### config.mk
export PLATFORM = sky130hd
export DESIGN_NAME = csr_wb_seq
export DESIGN_NICKNAME = d
export VERILOG_FILES = /design/src/rtl/csr_pkg.sv /design/src/rtl/csr_alu.sv /design/src/rtl/csr_wb_seq.sv
export SDC_FILE = /design/constraint.sdc
export NUM_CORES = 1
export LEC_CHECK = 0
export ABC_CLOCK_PERIOD_IN_PS = 2400
export CORE_MARGIN = 1
export CORE_UTILIZATION = 53
export CTS_CLUSTER_DIAMETER = 60
export DETAILED_ROUTE_END_ITERATION = 8
export GPL_TIMING_DRIVEN = 0
export PLACE_DENSITY_LB_ADDON = 0.12
export SLEW_MARGIN = 25
export SYNTH_ARGS = -nofsm -noshare
export SYNTH_HDL_FRONTEND = slang
export SYNTH_SLANG_ARGS = --single-unit
### constraint.sdc
create_clock -name clk -period 2.4 [get_ports clk]
set_input_delay 0.24 -clock clk [delete_from_list [all_inputs] [get_ports clk]]
set_output_delay 0.24 -clock clk [all_outputs]
set_load 0.01 [all_outputs]
### src/rtl/csr_pkg.sv
// Shared constants and types for the machine-mode CSR write-back sequencer.
// CSR_MSTATUS_UPDATE_EN adds the STATUS state used for mstatus updates on ecall/mret.
package csr_pkg;

  localparam logic [11:0] CSR_MSTATUS   = 12'h300;
  localparam logic [11:0] CSR_MTVEC     = 12'h305;
  localparam logic [11:0] CSR_MEPC      = 12'h341;
  localparam logic [11:0] CSR_MCAUSE    = 12'h342;
  localparam logic [11:0] CSR_MVENDORID = 12'hF11;
  localparam logic [11:0] CSR_MARCHID   = 12'hF12;

  localparam logic [2:0] F3_RW  = 3'b001;
  localparam logic [2:0] F3_RS  = 3'b010;
  localparam logic [2:0] F3_RC  = 3'b011;
  localparam logic [2:0] F3_RWI = 3'b101;
  localparam logic [2:0] F3_RSI = 3'b110;
  localparam logic [2:0] F3_RCI = 3'b111;

  localparam int unsigned MS_MIE    = 3;
  localparam int unsigned MS_MPIE   = 7;
  localparam int unsigned MS_MPP_LO = 11;
  localparam int unsigned MS_MPP_HI = 12;

  typedef enum logic [2:0] {
    S_IDLE,
    S_WR,
    S_EPC,
`ifdef CSR_MSTATUS_UPDATE_EN
    S_CAUSE,
    S_STATUS
`else
    S_CAUSE
`endif
  } state_t;

  typedef enum logic [1:0] {
    K_NONE,
    K_CSR,
    K_ECALL,
    K_MRET
  } kind_t;

  function automatic logic is_csr_op(input logic [2:0] f3);
    return (f3 == F3_RW)  || (f3 == F3_RS)  || (f3 == F3_RC) ||
           (f3 == F3_RWI) || (f3 == F3_RSI) || (f3 == F3_RCI);
  endfunction

endpackage

### src/rtl/csr_alu.sv
// Combinational new-value compute for csrrw/rs/rc and their immediate forms.
module csr_alu
  import csr_pkg::*;
#(
  parameter int unsigned DATA_WIDTH = 32
) (
  input  logic [2:0]            op,
  input  logic [DATA_WIDTH-1:0] old,
  input  logic [DATA_WIDTH-1:0] src,
  input  logic                  src_zero,
  output logic [DATA_WIDTH-1:0] wdata,
  output logic                  write_needed
);

  always_comb begin
    wdata        = old;
    write_needed = 1'b0;
    case (op)
      F3_RW, F3_RWI: begin
        wdata        = src;
        write_needed = 1'b1;
      end
      // set/clear with a zero source must not touch the CSR at all
      F3_RS, F3_RSI: begin
        wdata        = old | src;
        write_needed = !src_zero;
      end
      F3_RC, F3_RCI: begin
        wdata        = old & ~src;
        write_needed = !src_zero;
      end
      default: ;
    endcase
  end

endmodule

### src/rtl/csr_wb_seq.sv
// Serialises retired CSR/ecall/mret writes onto the single CSR write port.
// CSR_MSTATUS_UPDATE_EN enables the mstatus write on ecall and mret.
module csr_wb_seq
  import csr_pkg::*;
#(
  parameter int unsigned          ADDR_WIDTH  = 12,
  parameter int unsigned          DATA_WIDTH  = 32,
  parameter logic [DATA_WIDTH-1:0] ECALL_CAUSE = 'hb
) (
  input  logic                  clk,
  input  logic                  rst,
  input  logic                  in_valid,
  output logic                  in_ready,
  input  logic [2:0]            in_op,
  input  logic                  in_is_ecall,
  input  logic                  in_is_mret,
  input  logic [ADDR_WIDTH-1:0] in_csr_addr,
  input  logic [DATA_WIDTH-1:0] in_src,
  input  logic                  in_src_zero,
  input  logic [DATA_WIDTH-1:0] in_csr_old,
  input  logic [DATA_WIDTH-1:0] in_mstatus,
  input  logic [DATA_WIDTH-1:0] in_mtvec,
  input  logic [DATA_WIDTH-1:0] in_mepc,
  input  logic [DATA_WIDTH-1:0] in_pc,
  output logic                  csr_wen,
  output logic [ADDR_WIDTH-1:0] csr_waddr,
  output logic [DATA_WIDTH-1:0] csr_wdata,
  output logic                  rd_wen,
  output logic [DATA_WIDTH-1:0] rd_wdata,
  output logic                  redirect_valid,
  output logic [DATA_WIDTH-1:0] redirect_pc,
  output logic                  done
);

  state_t state, state_n;
  kind_t  kind_q, kind_n;

  logic [2:0]            op_q;
  logic [ADDR_WIDTH-1:0] addr_q;
  logic [DATA_WIDTH-1:0] src_q, old_q, mtvec_q, mepc_q, pc_q;
  logic                  src_zero_q;

  logic [DATA_WIDTH-1:0] alu_wdata;
  logic                  alu_write;

  logic                  csr_wen_n, rd_wen_n, redirect_valid_n, done_n;
  logic [ADDR_WIDTH-1:0] csr_waddr_n;
  logic [DATA_WIDTH-1:0] csr_wdata_n, rd_wdata_n, redirect_pc_n;

  logic accept;

  assign in_ready = (state == S_IDLE);
  assign accept   = in_valid & in_ready;

`ifdef CSR_MSTATUS_UPDATE_EN
  logic [DATA_WIDTH-1:0] mstatus_q, ecall_status, mret_status;

  always_ff @(posedge clk or negedge rst) begin
    if (!rst)        mstatus_q <= '0;
    else if (accept) mstatus_q <= in_mstatus;
  end

  always_comb begin
    ecall_status                        = mstatus_q;
    ecall_status[MS_MPIE]               = mstatus_q[MS_MIE];
    ecall_status[MS_MIE]                = 1'b0;
    ecall_status[MS_MPP_HI:MS_MPP_LO]   = 2'b11;
    mret_status                         = mstatus_q;
    mret_status[MS_MIE]                 = mstatus_q[MS_MPIE];
    mret_status[MS_MPIE]                = 1'b1;
    mret_status[MS_MPP_HI:MS_MPP_LO]    = 2'b11;
  end
`else
  logic unused_mstatus;
  assign unused_mstatus = ^in_mstatus;
`endif

  csr_alu #(
    .DATA_WIDTH (DATA_WIDTH)
  ) u_alu (
    .op           (op_q),
    .old          (old_q),
    .src          (src_q),
    .src_zero     (src_zero_q),
    .wdata        (alu_wdata),
    .write_needed (alu_write)
  );

  always_ff @(posedge clk or negedge rst) begin
    if (!rst) begin
      op_q       <= '0;
      addr_q     <= '0;
      src_q      <= '0;
      src_zero_q <= 1'b0;
      old_q      <= '0;
      mtvec_q    <= '0;
      mepc_q     <= '0;
      pc_q       <= '0;
    end else if (accept) begin
      op_q       <= in_op;
      addr_q     <= in_csr_addr;
      src_q      <= in_src;
      src_zero_q <= in_src_zero;
      old_q      <= in_csr_old;
      mtvec_q    <= in_mtvec;
      mepc_q     <= in_mepc;
      pc_q       <= in_pc;
    end
  end

  // Outputs are computed one state ahead and registered, so each state's
  // effect appears on the edge that leaves it.
  always_comb begin
    state_n          = state;
    kind_n           = kind_q;
    csr_wen_n        = 1'b0;
    csr_waddr_n      = csr_waddr;
    csr_wdata_n      = csr_wdata;
    rd_wen_n         = 1'b0;
    rd_wdata_n       = rd_wdata;
    redirect_valid_n = 1'b0;
    redirect_pc_n    = redirect_pc;
    done_n           = 1'b0;

    case (state)
      S_IDLE: begin
        if (accept) begin
          if (in_is_ecall) begin
            kind_n  = K_ECALL;
            state_n = S_EPC;
          end else if (in_is_mret) begin
            kind_n  = K_MRET;
`ifdef CSR_MSTATUS_UPDATE_EN
            state_n = S_STATUS;
`else
            state_n = S_WR;
`endif
          end else if (is_csr_op(in_op)) begin
            kind_n  = K_CSR;
            state_n = S_WR;
          end else begin
            kind_n  = K_NONE;
            state_n = S_WR;
          end
        end
      end

      S_WR: begin
        done_n  = 1'b1;
        state_n = S_IDLE;
        case (kind_q)
          K_CSR: begin
            rd_wen_n   = 1'b1;
            rd_wdata_n = old_q;
            if (alu_write) begin
              csr_wen_n   = 1'b1;
              csr_waddr_n = addr_q;
              csr_wdata_n = alu_wdata;
            end
          end
          K_MRET: begin
            redirect_valid_n = 1'b1;
            redirect_pc_n    = mepc_q;
          end
          default: ;
        endcase
      end

      S_EPC: begin
        csr_wen_n   = 1'b1;
        csr_waddr_n = ADDR_WIDTH'(CSR_MEPC);
        csr_wdata_n = pc_q;
        state_n     = S_CAUSE;
      end

      S_CAUSE: begin
        csr_wen_n   = 1'b1;
        csr_waddr_n = ADDR_WIDTH'(CSR_MCAUSE);
        csr_wdata_n = ECALL_CAUSE;
`ifdef CSR_MSTATUS_UPDATE_EN
        state_n     = S_STATUS;
`else
        done_n           = 1'b1;
        redirect_valid_n = 1'b1;
        redirect_pc_n    = mtvec_q;
        state_n          = S_IDLE;
`endif
      end

`ifdef CSR_MSTATUS_UPDATE_EN
      S_STATUS: begin
        csr_wen_n        = 1'b1;
        csr_waddr_n      = ADDR_WIDTH'(CSR_MSTATUS);
        done_n           = 1'b1;
        redirect_valid_n = 1'b1;
        state_n          = S_IDLE;
        if (kind_q == K_ECALL) begin
          csr_wdata_n   = ecall_status;
          redirect_pc_n = mtvec_q;
        end else begin
          csr_wdata_n   = mret_status;
          redirect_pc_n = mepc_q;
        end
      end
`endif

      default: state_n = S_IDLE;
    endcase
  end

  always_ff @(posedge clk or negedge rst) begin
    if (!rst) begin
      state          <= S_IDLE;
      kind_q         <= K_NONE;
      csr_wen        <= 1'b0;
      csr_waddr      <= '0;
      csr_wdata      <= '0;
      rd_wen         <= 1'b0;
      rd_wdata       <= '0;
      redirect_valid <= 1'b0;
      redirect_pc    <= '0;
      done           <= 1'b0;
    end else begin
      state          <= state_n;
      kind_q         <= kind_n;
      csr_wen        <= csr_wen_n;
      csr_waddr      <= csr_waddr_n;
      csr_wdata      <= csr_wdata_n;
      rd_wen         <= rd_wen_n;
      rd_wdata       <= rd_wdata_n;
      redirect_valid <= redirect_valid_n;
      redirect_pc    <= redirect_pc_n;
      done           <= done_n;
    end
  end

endmodule

== Word-level counts from Yosys, hierarchy flattened ==
Cells that the tools add are included.

* Bits in registers: 293
* Output and inout bits: 113

* Equality and inequality tests: 21
* Mux-type cells: 24
* Bitwise operators: 4
* Reduce and logical (&&, ||, !) cells: 19

{| class="wikitable"
|+ Operators by type and width
! cell !! count
|-
| $pmux 32 s3 || 2
|-
| $mux 32 || 3
|-
| $pmux 32 s2 || 1
|-
| $pmux 12 s3 || 1
|-
| $and 32x32->32 || 1
|-
| $not 32->32 || 1
|-
| $or 32x32->32 || 1
|-
| $mux 12 || 2
|-
| $eq 3x2->1 const B || 6
|-
| $eq 3x3->1 const B || 6
|-
| $reduce_or 2->1 || 5
|-
| $eq 3x1->1 const B || 3
|-
| $mux 1 || 7
|-
| $mux 2 || 3
|-
| $pmux 1 s2 || 3
|-
| $pmux 3 s2 || 1
|-
| $reduce_and 2->1 || 3
|-
| $logic_or 1x1->1 || 5
|-
| $ne 2x1->1 const B || 2
|-
| $ne 2x2->1 const B || 2
|-
| $reduce_or 4->1 || 1
|-
| $logic_not 3->1 || 1
|-
| $mux 3 || 1
|-
| $reduce_and 3->1 || 1
|-
| 6 further kinds || 6
|}

== Logic depth before layout (Yosys ltp) ==
Gate-level depths: netlist (run 1).

* Depth after elaboration: 9
* Gate-level depth with buffers: 8

== Cells and area by module ==
Synthesis (run 1) repeated with hierarchy kept, for this count alone.

* Cells, all modules: 911
* Area, all modules: 12567.1 um2

{| class="wikitable"
|+ Modules (own cells, without submodules)
! module !! times used !! cells an instance !! area an instance (um2)
|-
| csr_wb_seq || 1 || 767 || 11561.1
|-
| csr_alu || 1 || 144 || 1006.0
|}

== Worst setup path before layout (run 1) ==
Ideal clock, no wire load.

* Kind: register to register
* From: register state[1]
* To: register addr_q[10]
* Library setup time: 125 ps
* Data arrival time: 1560 ps
* Required time: 2275 ps
* Slack: 715 ps
* Stages on the path, launching flop included: 8
* Clock period less this slack: 1685 ps
* Cells stage by stage: dfrtp_1 buf_4 nor2_2 and2_1 buf_4 buf_8 buf_8 mux2_4

* Cells in the longest elaborated chain, start to end: 2

{| class="wikitable"
|+ Ends and longest elaborated chain
! element !! RTL line !! text
|-
| start: declaration || csr_wb_seq.sv:35 || <nowiki>state_t state, state_n;</nowiki>
|-
| start signal: assignment || csr_wb_seq.sv:224 || <nowiki>state <= state_n;</nowiki>
|-
| $logic_not 3->1 || csr_wb_seq.sv:52 || <nowiki>assign in_ready = (state == S_IDLE);</nowiki>
|-
| net in_ready || csr_wb_seq.sv:13 || <nowiki>output logic in_ready,</nowiki>
|-
| $and 1x1->1 || csr_wb_seq.sv:53 || <nowiki>assign accept = in_valid & in_ready;</nowiki>
|-
| end signal: assignment || csr_wb_seq.sv:101 || <nowiki>addr_q <= in_csr_addr;</nowiki>
|-
| end: declaration || csr_wb_seq.sv:39 || <nowiki>logic [ADDR_WIDTH-1:0] addr_q;</nowiki>
|}

The timed path passes the listed nets, and every way through them passes these cells.
A chain may end at the register's enable or synchronous reset.

== Final worst setup path (run 1) ==
* From: register state[1]
* To: output port in_ready

* Cells in the longest elaborated chain, start to end: 1

{| class="wikitable"
|+ Ends and longest elaborated chain
! element !! RTL line
|-
| $logic_not 3->1 || csr_wb_seq.sv:52
|-
| end: declaration || csr_wb_seq.sv:13
|}

Every way passes these cells.

==> impl_metrics.env, run 1 <==
export IMPL_die_x_um=155
export IMPL_p_total_mw=23.6
export IMPL_hpwl_um=21200
export IMPL_grt_usage_pct=25.8
export IMPL_grt_pass1_vias=8614
export IMPL_clock_latency_ps=510
export IMPL_power_density_nw_per_um2=1380
export IMPL_regArea_sq_um=7280
export IMPL_io_pins=326
export IMPL_clk_path_buf_depth=3
export IMPL_syn2layout_area_growth_pct=36.6
export IMPL_period_needed_ps=2000
export IMPL_yosysWarnings=0
export IMPL_slew_violations=0
export IMPL_cts_resized_gates=0
export IMPL_relSlewSlack_pct=59.7
export IMPL_fill_cells=1550
export IMPL_cts_setup_buffers=0
export IMPL_yosys_area_share_simple_pct=5.36
export IMPL_final_util_pct=74.6
export IMPL_gr_total_overflow=0
export IMPL_rsz0062_at_grt="false"
export IMPL_first_pass_iters=4
export IMPL_synthTopCellsByArea="dfrtp_1, mux2_4, mux2_2, mux2i_1, a221o_1"
export IMPL_cts_sinks=291
export IMPL_ir_drop_mv=0.996
export IMPL_cap_violations=0
export IMPL_core_sq_um=22800
export IMPL_num_rows=55
export IMPL_pwr_share_seq_pct=37.2
export IMPL_synth_edf_count=0
export IMPL_synth_top_area_cell="dfrtp_1"
export IMPL_multi_input_area_sq_um=4750
export IMPL_startpoint_type="flop"
export IMPL_syn_area_sq_um=12500
export IMPL_synth_area_per_cell_sq_um=14.3
export IMPL_critPathKind="flop to output pin"
export IMPL_place_gp_congestion=0.771
export IMPL_power_frac_comb_pct=40.7
export IMPL_synth_mux_area_share_pct=24.4
export IMPL_die_h_um=155
export IMPL_ys_ff_latch=291
export IMPL_synth_compound_area_share_pct=6.04
export IMPL_hold_path_class="input port to asynchronous set/reset pin"
export IMPL_via_per_inst=5.29
export IMPL_synth_ff_type="dfrtp_1"
export IMPL_ctsHoldBuffers=1
export IMPL_async_flop_share_pct=100
export IMPL_yosysSeqAreaShare_pct=58.4
export IMPL_dpl_cell_count=1482
export IMPL_period_share_pct=83.5
export IMPL_drt_initial_drc_count=398
export IMPL_cts_htree_levels=2
export IMPL_clkPwrFrac_pct=22.1
export IMPL_setup_violations=0
export IMPL_p_sw_share_pct=31.6
export IMPL_max_freq_ghz=0.499
export IMPL_drive_gt1_share_pct=25.0
export IMPL_critical_path_required_ps=2160
export IMPL_worstPathArrival_ps=1760
export IMPL_yosysMostFrequentCell="dfrtp_1"
export IMPL_final_setup_skew_ps=7.47
export IMPL_syn_inst=874
export IMPL_leakage_nw=7.53
export IMPL_finalHoldViolCount=0
export IMPL_synthAdderAreaFrac_pct=0
export IMPL_synth_commonest_cells="dfrtp_1, mux2_2, mux2_4"
export IMPL_numCtsBuffers=34
export IMPL_cts_clk_slew_worst_paths_ps=60
export IMPL_path_max_fanout=10
export IMPL_synth_top_area_share_pct=58.4
export IMPL_ys_types=32
export IMPL_cts_root_buf="clkbuf_16"
export IMPL_drc_errors=0
export IMPL_wl_um=30800
export IMPL_synthXorXnorAreaFrac_pct=2.25
export IMPL_wl_per_cell_um=19.9
export IMPL_final_antenna_net_count=0
export IMPL_fin_setup_tns_ps=0
export IMPL_antenna_found_initial=5
export IMPL_p_sw_mw=7.45
export IMPL_fin_cells=1549
export IMPL_port_buffers=292
export IMPL_synth_top_family_by_area="multiplexers"
export IMPL_crit_path_end_kind="output pin"
export IMPL_status="finished, final reports clean"
export IMPL_cts_tree="yes"
export IMPL_grt_pass1_wl_um=47800
export IMPL_floorplan_initialDensity_pct=54.6
export IMPL_synth_nets=1087
export IMPL_final_nets=1419
export IMPL_vias=8188
export IMPL_die_area_sq_um=24200
export IMPL_intPower_mw=16.1
export IMPL_worstMarginPinSlew_ps=604
export IMPL_grt_max_degree=92
[worst max-delay path, stage by stage, from the launching register on]
cell,delay [ps]
dfrtp_1,370
buf_4,190
nor2_2,120
clkdlybuf4s50_1,580
[flip-flops by register name (all words and copies together), names as in the netlist]
name and cells:
csr_wdata 32, mepc_q 32, mtvec_q 32, old_q 32, pc_q 32, rd_wdata 32
redirect_pc 32, src_q 32, addr_q 12, csr_waddr 12, kind_q 2, op_q 2
state 2, csr_wen 1, done 1, rd_wen 1, redirect_valid 1, src_zero_q 1
[layout make-up]
cell class	instances	share of cell area (%)
inverter	2	0.0441
timing repair buffer	296	17.7
multi-input combinational	521	27.9
clock inverter	11	0.800
buffer	60	2.55
clock buffer	49	5.88
antenna	6	0.0881
sequential	291	42.7
tap	313	2.30
[layout by cell type (no fill, tap or decap), types with 5 or more instances in the layout]
| cell type | instances |
|---|---|
| dfrtp_1 | 291 |
| mux2_4 | 100 |
| mux2_2 | 104 |
| a21oi_1 | 42 |
| xnor2_1 | 32 |
| clkdlybuf4s50_1 | 291 |
| buf_4 | 6 |
| buf_6 | 5 |
| a221o_1 | 29 |
| buf_8 | 12 |
| clkinv_2 | 6 |
| nand2_1 | 57 |
| nor3b_1 | 29 |
| mux2i_1 | 33 |
| nor2_1 | 34 |
| clkbuf_1 | 27 |
| buf_2 | 20 |
| diode_2 | 6 |
| clkbuf_16 | 37 |
| o21ai_0 | 36 |
[final timing paths]
path / start / end / slack [ps] / cells after the start
setup / recovery: state[1] / in_ready / 400 / 3
hold / removal: rst / rd_wdata[6] / 260 / 2
setup reg to reg: op_q[0] / csr_wdata[16] / 440 / 6
hold reg to reg: redirect_pc[27] / redirect_pc[27] / 480 / 2
max in group asynchronous: rst / redirect_pc[10] / 1310 / 3
min in group clk: in_csr_old[1] / old_q[1] / 340 / 2
[metal layers]
layer | routed length (um) | up-vias | GRT usage [%]
met2 | 14700 | 252 | 40.9
met4 | 678 | 0 | 8.68
met5 | 0 | - | 0
met1 | 13400 | 4111 | 34.7
met3 | 2030 | 51 | 6.69
li1 | - | 3774 | -
[per-stage QoR]
| stage | setup WS (ps) | hold slack, ps | instance area (sq um) |
|---|---|---|---|
| after floorplan | 715 | -55.6 | 12500 |
| after global placement | -11590 | 461 | 15800 |
| after detailed placement | 458 | 204 | 15900 |
| after CTS | 352 | 262 | 17000 |
| after global routing | 326 | 294 | 17000 |
| final | 396 | 256 | 17000 |
[power groups by stage]
| stage | Sequential [mW] | Combinational [mW] | Clock, mW |
|---|---|---|---|
| after floorplan | 8.81 | 5.96 | 0 |
| after global placement | 8.73 | 9.38 | 0 |
| after detailed placement | 8.80 | 9.60 | 0 |
| after CTS | 8.76 | 9.71 | 5.31 |
| after global routing | 9.05 | 10.3 | 5.50 |
| final | 8.77 | 9.60 | 5.22 |
[cells by family after synthesis]
| kind of cell | Yosys count |
|---|---|
| AO/OA/AOI/OAI | 114 |
| XOR/XNOR | 32 |
| buffers and inverters | 62 |
| flip-flops | 291 |
| multiplexers | 241 |
| AND/OR/NAND/NOR | 134 |
(Power assumes the default switching activity.)
==> run 2, diff against run 1 <==
ABC_CLOCK_PERIOD_IN_PS = 2000   (was 2400)
CORE_UTILIZATION = 49   (was 53)
clock period = 2 ns   (was 2.4 ns; I/O delays follow)
==> run 2 against run 1 <==
Net effect:
- routed wire length grew 0.46%
- global-route usage shrank 1.6 points
- clock power grew 19%
- register-to-register slack lost 320 ps
- clock-buffer cell count grew 1
- via count grew 0.49%
- flip-flop and latch count is the same
- clock skew grew 7.0 ps
- first-iteration DRC count shrank 1.5%
==> impl_metrics.env, run 2 (synthesis results as in run 1) <==
export IMPL_cts_tree="yes"
export IMPL_cp_endpoint="csr_wdata[19]"
export IMPL_via_per_inst=5.25
export IMPL_final_cell_mix="dfrtp_1, clkdlybuf4s50_1, mux2_2"
export IMPL_period_share_pct=93.8
export IMPL_rsz0062_at_grt="false"
export IMPL_drt_initial_drc_count=392
export IMPL_cts_htree_levels=2
export IMPL_max_freq_ghz=0.533
export IMPL_place_gp_congestion=0.794
export IMPL_worstMarginPinSlew_ps=612
export IMPL_finalHoldViolCount=0
export IMPL_numCtsBuffers=34
export IMPL_grt_pass1_wl_um=48700
export IMPL_clkPwrFrac_pct=22.1
export IMPL_timing_hold_ws_ps=197
export IMPL_core_sq_um=25100
export IMPL_drc_errors=0
export IMPL_clock_latency_ps=500
export IMPL_hpwl_um=21600
export IMPL_antenna_found_initial=3
export IMPL_wl_per_cell_um=19.7
export IMPL_gr_total_overflow=0
export IMPL_power_density_nw_per_um2=1650
export IMPL_grt_pass1_vias=8722
export IMPL_mostFrequentLayoutCell="dfrtp_1"
export IMPL_startpoint_type="flop"
export IMPL_slew_violations=0
export IMPL_power_frac_comb_pct=40.7
export IMPL_leakage_nw=7.57
export IMPL_crit_path_end_kind="flop"
export IMPL_critPathKind="flop to flop"
export IMPL_p_sw_share_pct=31.5
export IMPL_clk_path_buf_depth=3
export IMPL_worstPathArrival_ps=2250
export IMPL_worstReg2RegEnd="csr_wdata[19]"
export IMPL_cap_violations=0
export IMPL_grt_max_degree=92
export IMPL_num_rows=58
export IMPL_reg2reg_slack_ps=120
export IMPL_p_sw_mw=8.90
export IMPL_cts_sinks=291
export IMPL_dp_worst_setup_slack_ps=38.3
export IMPL_worstReg2RegStart="op_q[0]"
export IMPL_r2r_cells=6
export IMPL_die_h_um=162
export IMPL_hold_path_class="input port to asynchronous set/reset pin"
export IMPL_fin_ws_ps=125
export IMPL_multi_input_area_sq_um=4750
export IMPL_cts_root_buf="clkbuf_16"
export IMPL_pwr_share_seq_pct=37.2
export IMPL_status="finished, final reports clean"
export IMPL_grt_usage_pct=24.2
export IMPL_final_nets=1422
export IMPL_io_pins=326
export IMPL_critical_path_required_ps=2370
export IMPL_die_x_um=162
export IMPL_relSlewSlack_pct=59.2
export IMPL_fill_cells=1882
export IMPL_critPathLaunch="op_q[0]"
export IMPL_syn2layout_area_growth_pct=37.1
export IMPL_floorplan_initialDensity_pct=49.7
export IMPL_path_max_fanout=10
export IMPL_final_setup_skew_ps=14.4
export IMPL_port_buffers=292
export IMPL_vias=8228
export IMPL_cts_clk_slew_worst_paths_ps=60
export IMPL_regArea_sq_um=7280
export IMPL_intPower_mw=19.3
export IMPL_wl_um=31000
export IMPL_setup_violations=0
export IMPL_ir_drop_mv=0.815
export IMPL_final_util_pct=68.1
export IMPL_die_area_sq_um=26100
export IMPL_final_antenna_net_count=0
export IMPL_first_pass_iters=4
export IMPL_period_needed_ps=1880
export IMPL_fin_setup_tns_ps=0
export IMPL_drive_gt1_share_pct=25.3
-- run 2: cell count changes in the layout (fill, tap and decap cells not counted) --
cell | previous run | this run
buf_4 | 6 | 8
clkbuf_8 | 3 | 5
dlymetal6s2s_1 | 0 | 1
clkdlybuf4s50_1 | 291 | 290
clkinvlp_4 | 1 | 2
clkinv_4 | 1 | 0
inv_6 | 0 | 1
diode_2 | 6 | 3
bufinv_16 | 3 | 2
clkinv_2 | 6 | 7
clkbuf_1 | 27 | 26
clkbuf_16 | 37 | 38
-- run 2: power by group through the flow --
| stage | sequential [mW] | combinational (mW) | clock [mW] |
|---|---|---|---|
| after global placement | 10.5 | 11.3 | 0 |
| after global routing | 10.8 | 12.4 | 6.63 |
| final | 10.5 | 11.5 | 6.23 |
| after CTS | 10.5 | 11.6 | 6.37 |
| after detailed placement | 10.6 | 11.6 | 0 |
| after floorplan | 10.6 | 7.16 | 0 |
-- run 2: metal layers --
layer,vias up,track usage [%],wire (um)
met5,-,0,0
met4,0,9.35,799
met3,52,5.73,2040
met2,253,37.6,14500
met1,4164,32.9,13600
li1,3759,-,-
-- run 2: through the flow --
stage          power, mW  cell area (sq um)  std cells
6_report            28.2              17100       1568
3_3_place_gp        21.8              15800       1496
3_5_place_dp        22.1              15900       1499
2_1_floorplan       17.7              12500        874
4_1_cts             28.5              17100       1562
5_1_grt             29.9              17100       1568
-- run 2: cell type report --
type                       count  area share, %
clock buffer                  50           5.99
buffer                        60           2.54
antenna                        3         0.0439
tap                          330           2.41
inverter                       2         0.0439
timing repair buffer         299           17.9
clock inverter                12          0.695
multi-input combinational    521           27.8
sequential                   291           42.6
-- run 2: what timing repair did --
item | in CTS | in global routing
resized for setup | 0 | 1
hold endpoints to repair | 52 | 0
endpoints found under the setup margin | 0 | 97
hold buffers | 1 | 0
setup buffers | 0 | 2
-- run 2: worst min-delay path by stage --
stage                               start         endpoint  slack [ps]  depth (start not counted)
after CTS                             rst      rd_wdata[9]         200                          2
final                                 rst      rd_wdata[9]         200                          2
after floorplan                       rst        addr_q[0]        -100                          0
after global placement    redirect_pc[13]  redirect_pc[13]         460                          2
after detailed placement              rst      rd_wdata[9]         130                          1
after global routing                  rst      rd_wdata[9]         230                          2
-- run 2: critical path: stages, from the launching register on --
cell      delay (ps)
dfrtp_1          350
clkbuf_1         230
nor2_2           240
a211o_1          290
nor2_4           100
buf_4            200
a221o_1          330
==> run 3, diff against run 2 <==
RECOVER_POWER = 50   (was unset)
==> run 3 against run 2 <==
Net effect:
- sequential share of layout area grew 0.059 points
- via count shrank 0.44%
- critical path type unchanged
- maximum frequency shrank 0.32%
- non-clock buffer count is the same
- global-route usage is the same
- register-to-register slack is essentially flat
==> impl_metrics.env, run 3 (synthesis results as in run 1) <==
export IMPL_leakage_nw=7.72
export IMPL_critical_path_required_ps=2370
export IMPL_path_max_fanout=10
export IMPL_floorplan_initialDensity_pct=49.7
export IMPL_hold_path_class="input port to asynchronous set/reset pin"
export IMPL_rsz0062_at_grt="false"
export IMPL_final_cell_mix="dfrtp_1, clkdlybuf4s50_1, dlygate4sd3_1"
export IMPL_syn2layout_area_growth_pct=36.9
export IMPL_fin_ws_ps=119
export IMPL_clock_latency_ps=500
export IMPL_mostFrequentLayoutCell="dfrtp_1"
export IMPL_critPathKind="flop to flop"
export IMPL_crit_path_end_kind="flop"
export IMPL_fin_cells=1568
export IMPL_grt_usage_pct=24.2
export IMPL_wl_per_cell_um=19.7
export IMPL_core_sq_um=25100
export IMPL_period_share_pct=94.1
export IMPL_slew_violations=0
export IMPL_gr_total_overflow=0
export IMPL_fin_setup_tns_ps=0
export IMPL_worstReg2RegStart="op_q[0]"
export IMPL_max_freq_ghz=0.531
export IMPL_grt_pass1_wl_um=48700
export IMPL_cts_tree="yes"
export IMPL_antenna_found_initial=3
export IMPL_port_buffers=292
export IMPL_clk_path_buf_depth=3
export IMPL_cts_sinks=291
export IMPL_cts_htree_levels=2
export IMPL_numCtsBuffers=34
export IMPL_cap_violations=0
export IMPL_cts_clk_slew_worst_paths_ps=60
export IMPL_io_pins=326
export IMPL_final_util_pct=68.0
export IMPL_regArea_sq_um=7280
export IMPL_drive_gt1_share_pct=25.3
export IMPL_die_area_sq_um=26100
export IMPL_r2r_cells=6
export IMPL_relSlewSlack_pct=56.6
export IMPL_finalHoldViolCount=0
export IMPL_period_needed_ps=1880
export IMPL_num_rows=58
export IMPL_wl_um=30900
export IMPL_final_antenna_net_count=0
export IMPL_die_x_um=162
export IMPL_reg2reg_slack_ps=120
export IMPL_power_density_nw_per_um2=1630
export IMPL_dp_worst_setup_slack_ps=38.3
export IMPL_ir_drop_mv=0.811
export IMPL_drt_initial_drc_count=397
export IMPL_grt_pass1_vias=8722
export IMPL_place_gp_congestion=0.794
export IMPL_startpoint_type="flop"
export IMPL_dpl_cell_count=1499
export IMPL_via_per_inst=5.22
export IMPL_timing_hold_ws_ps=199
export IMPL_grt_max_degree=92
export IMPL_worstMarginPinSlew_ps=650
export IMPL_worstPathArrival_ps=2260
export IMPL_cts_root_buf="clkbuf_16"
export IMPL_die_h_um=162
export IMPL_final_setup_skew_ps=14.8
export IMPL_vias=8192
export IMPL_status="finished, final reports clean"
export IMPL_hpwl_um=21600
export IMPL_first_pass_iters=5
export IMPL_fill_cells=1887
export IMPL_worstReg2RegEnd="csr_wdata[19]"
export IMPL_setup_violations=0
export IMPL_multi_input_area_sq_um=4750
export IMPL_final_nets=1422
export IMPL_drc_errors=0
-- run 3: layer usage --
| layer | global-route usage [%] | vias up | wire, um |
|---|---|---|---|
| met5 | 0 | - | 0 |
| met1 | 32.9 | 4124 | 13700 |
| met3 | 5.73 | 54 | 1990 |
| met4 | 9.35 | 0 | 807 |
| met2 | 37.6 | 249 | 14500 |
| li1 | - | 3765 | - |
-- run 3: area by class of cell --
cell class	count	area share, %
Antenna cell	3	0.0440
Buffer	60	2.54
Clock buffer	50	6.00
Clock inverter	12	0.696
Inverter	2	0.0440
Multi-Input combinational cell	521	27.8
Sequential cell	291	42.6
Tap cell	330	2.42
Timing Repair Buffer	299	17.8
-- run 3: stage by stage --
step / power, mW / cell area, sq um
after global routing: 29.5 / 17100
after global placement: 21.8 / 15800
after CTS: 28.5 / 17100
after detailed placement: 22.1 / 15900
final: 27.8 / 17100
after floorplan: 17.7 / 12500
-- run 3: worst max path at each step --
stage	from	endpoint	slack, ps	depth (start not counted)
5_1_grt	op_q[0]	csr_wdata[21]	20	6
6_report	op_q[0]	csr_wdata[19]	120	6
4_1_cts	op_q[0]	csr_wdata[11]	10	6
3_5_place_dp	op_q[0]	csr_wdata[19]	40	6
2_1_floorplan	state[1]	addr_q[10]	310	7
3_3_place_gp	rst	mepc_q[10]	-12050	1
-- run 3: repair_timing --
item	in CTS	in global routing
gates resized for setup	0	1
setup endpoints to repair	0	97
hold buffers	1	0
setup buffers	0	2
endpoints found under the hold margin	52	0
-- run 3: critical path: stages (launching register included) --
cell and delay [ps]:
dfrtp_1 350, clkbuf_1 230, nor2_2 240, a211o_1 290, nor2_4 100, buf_4 200, a221o_1 330
-- run 3: where the power goes --
group	internal, mW	switching, mW
Combinational	6.39	4.75
Sequential	8.75	1.70
Clock	3.83	2.41
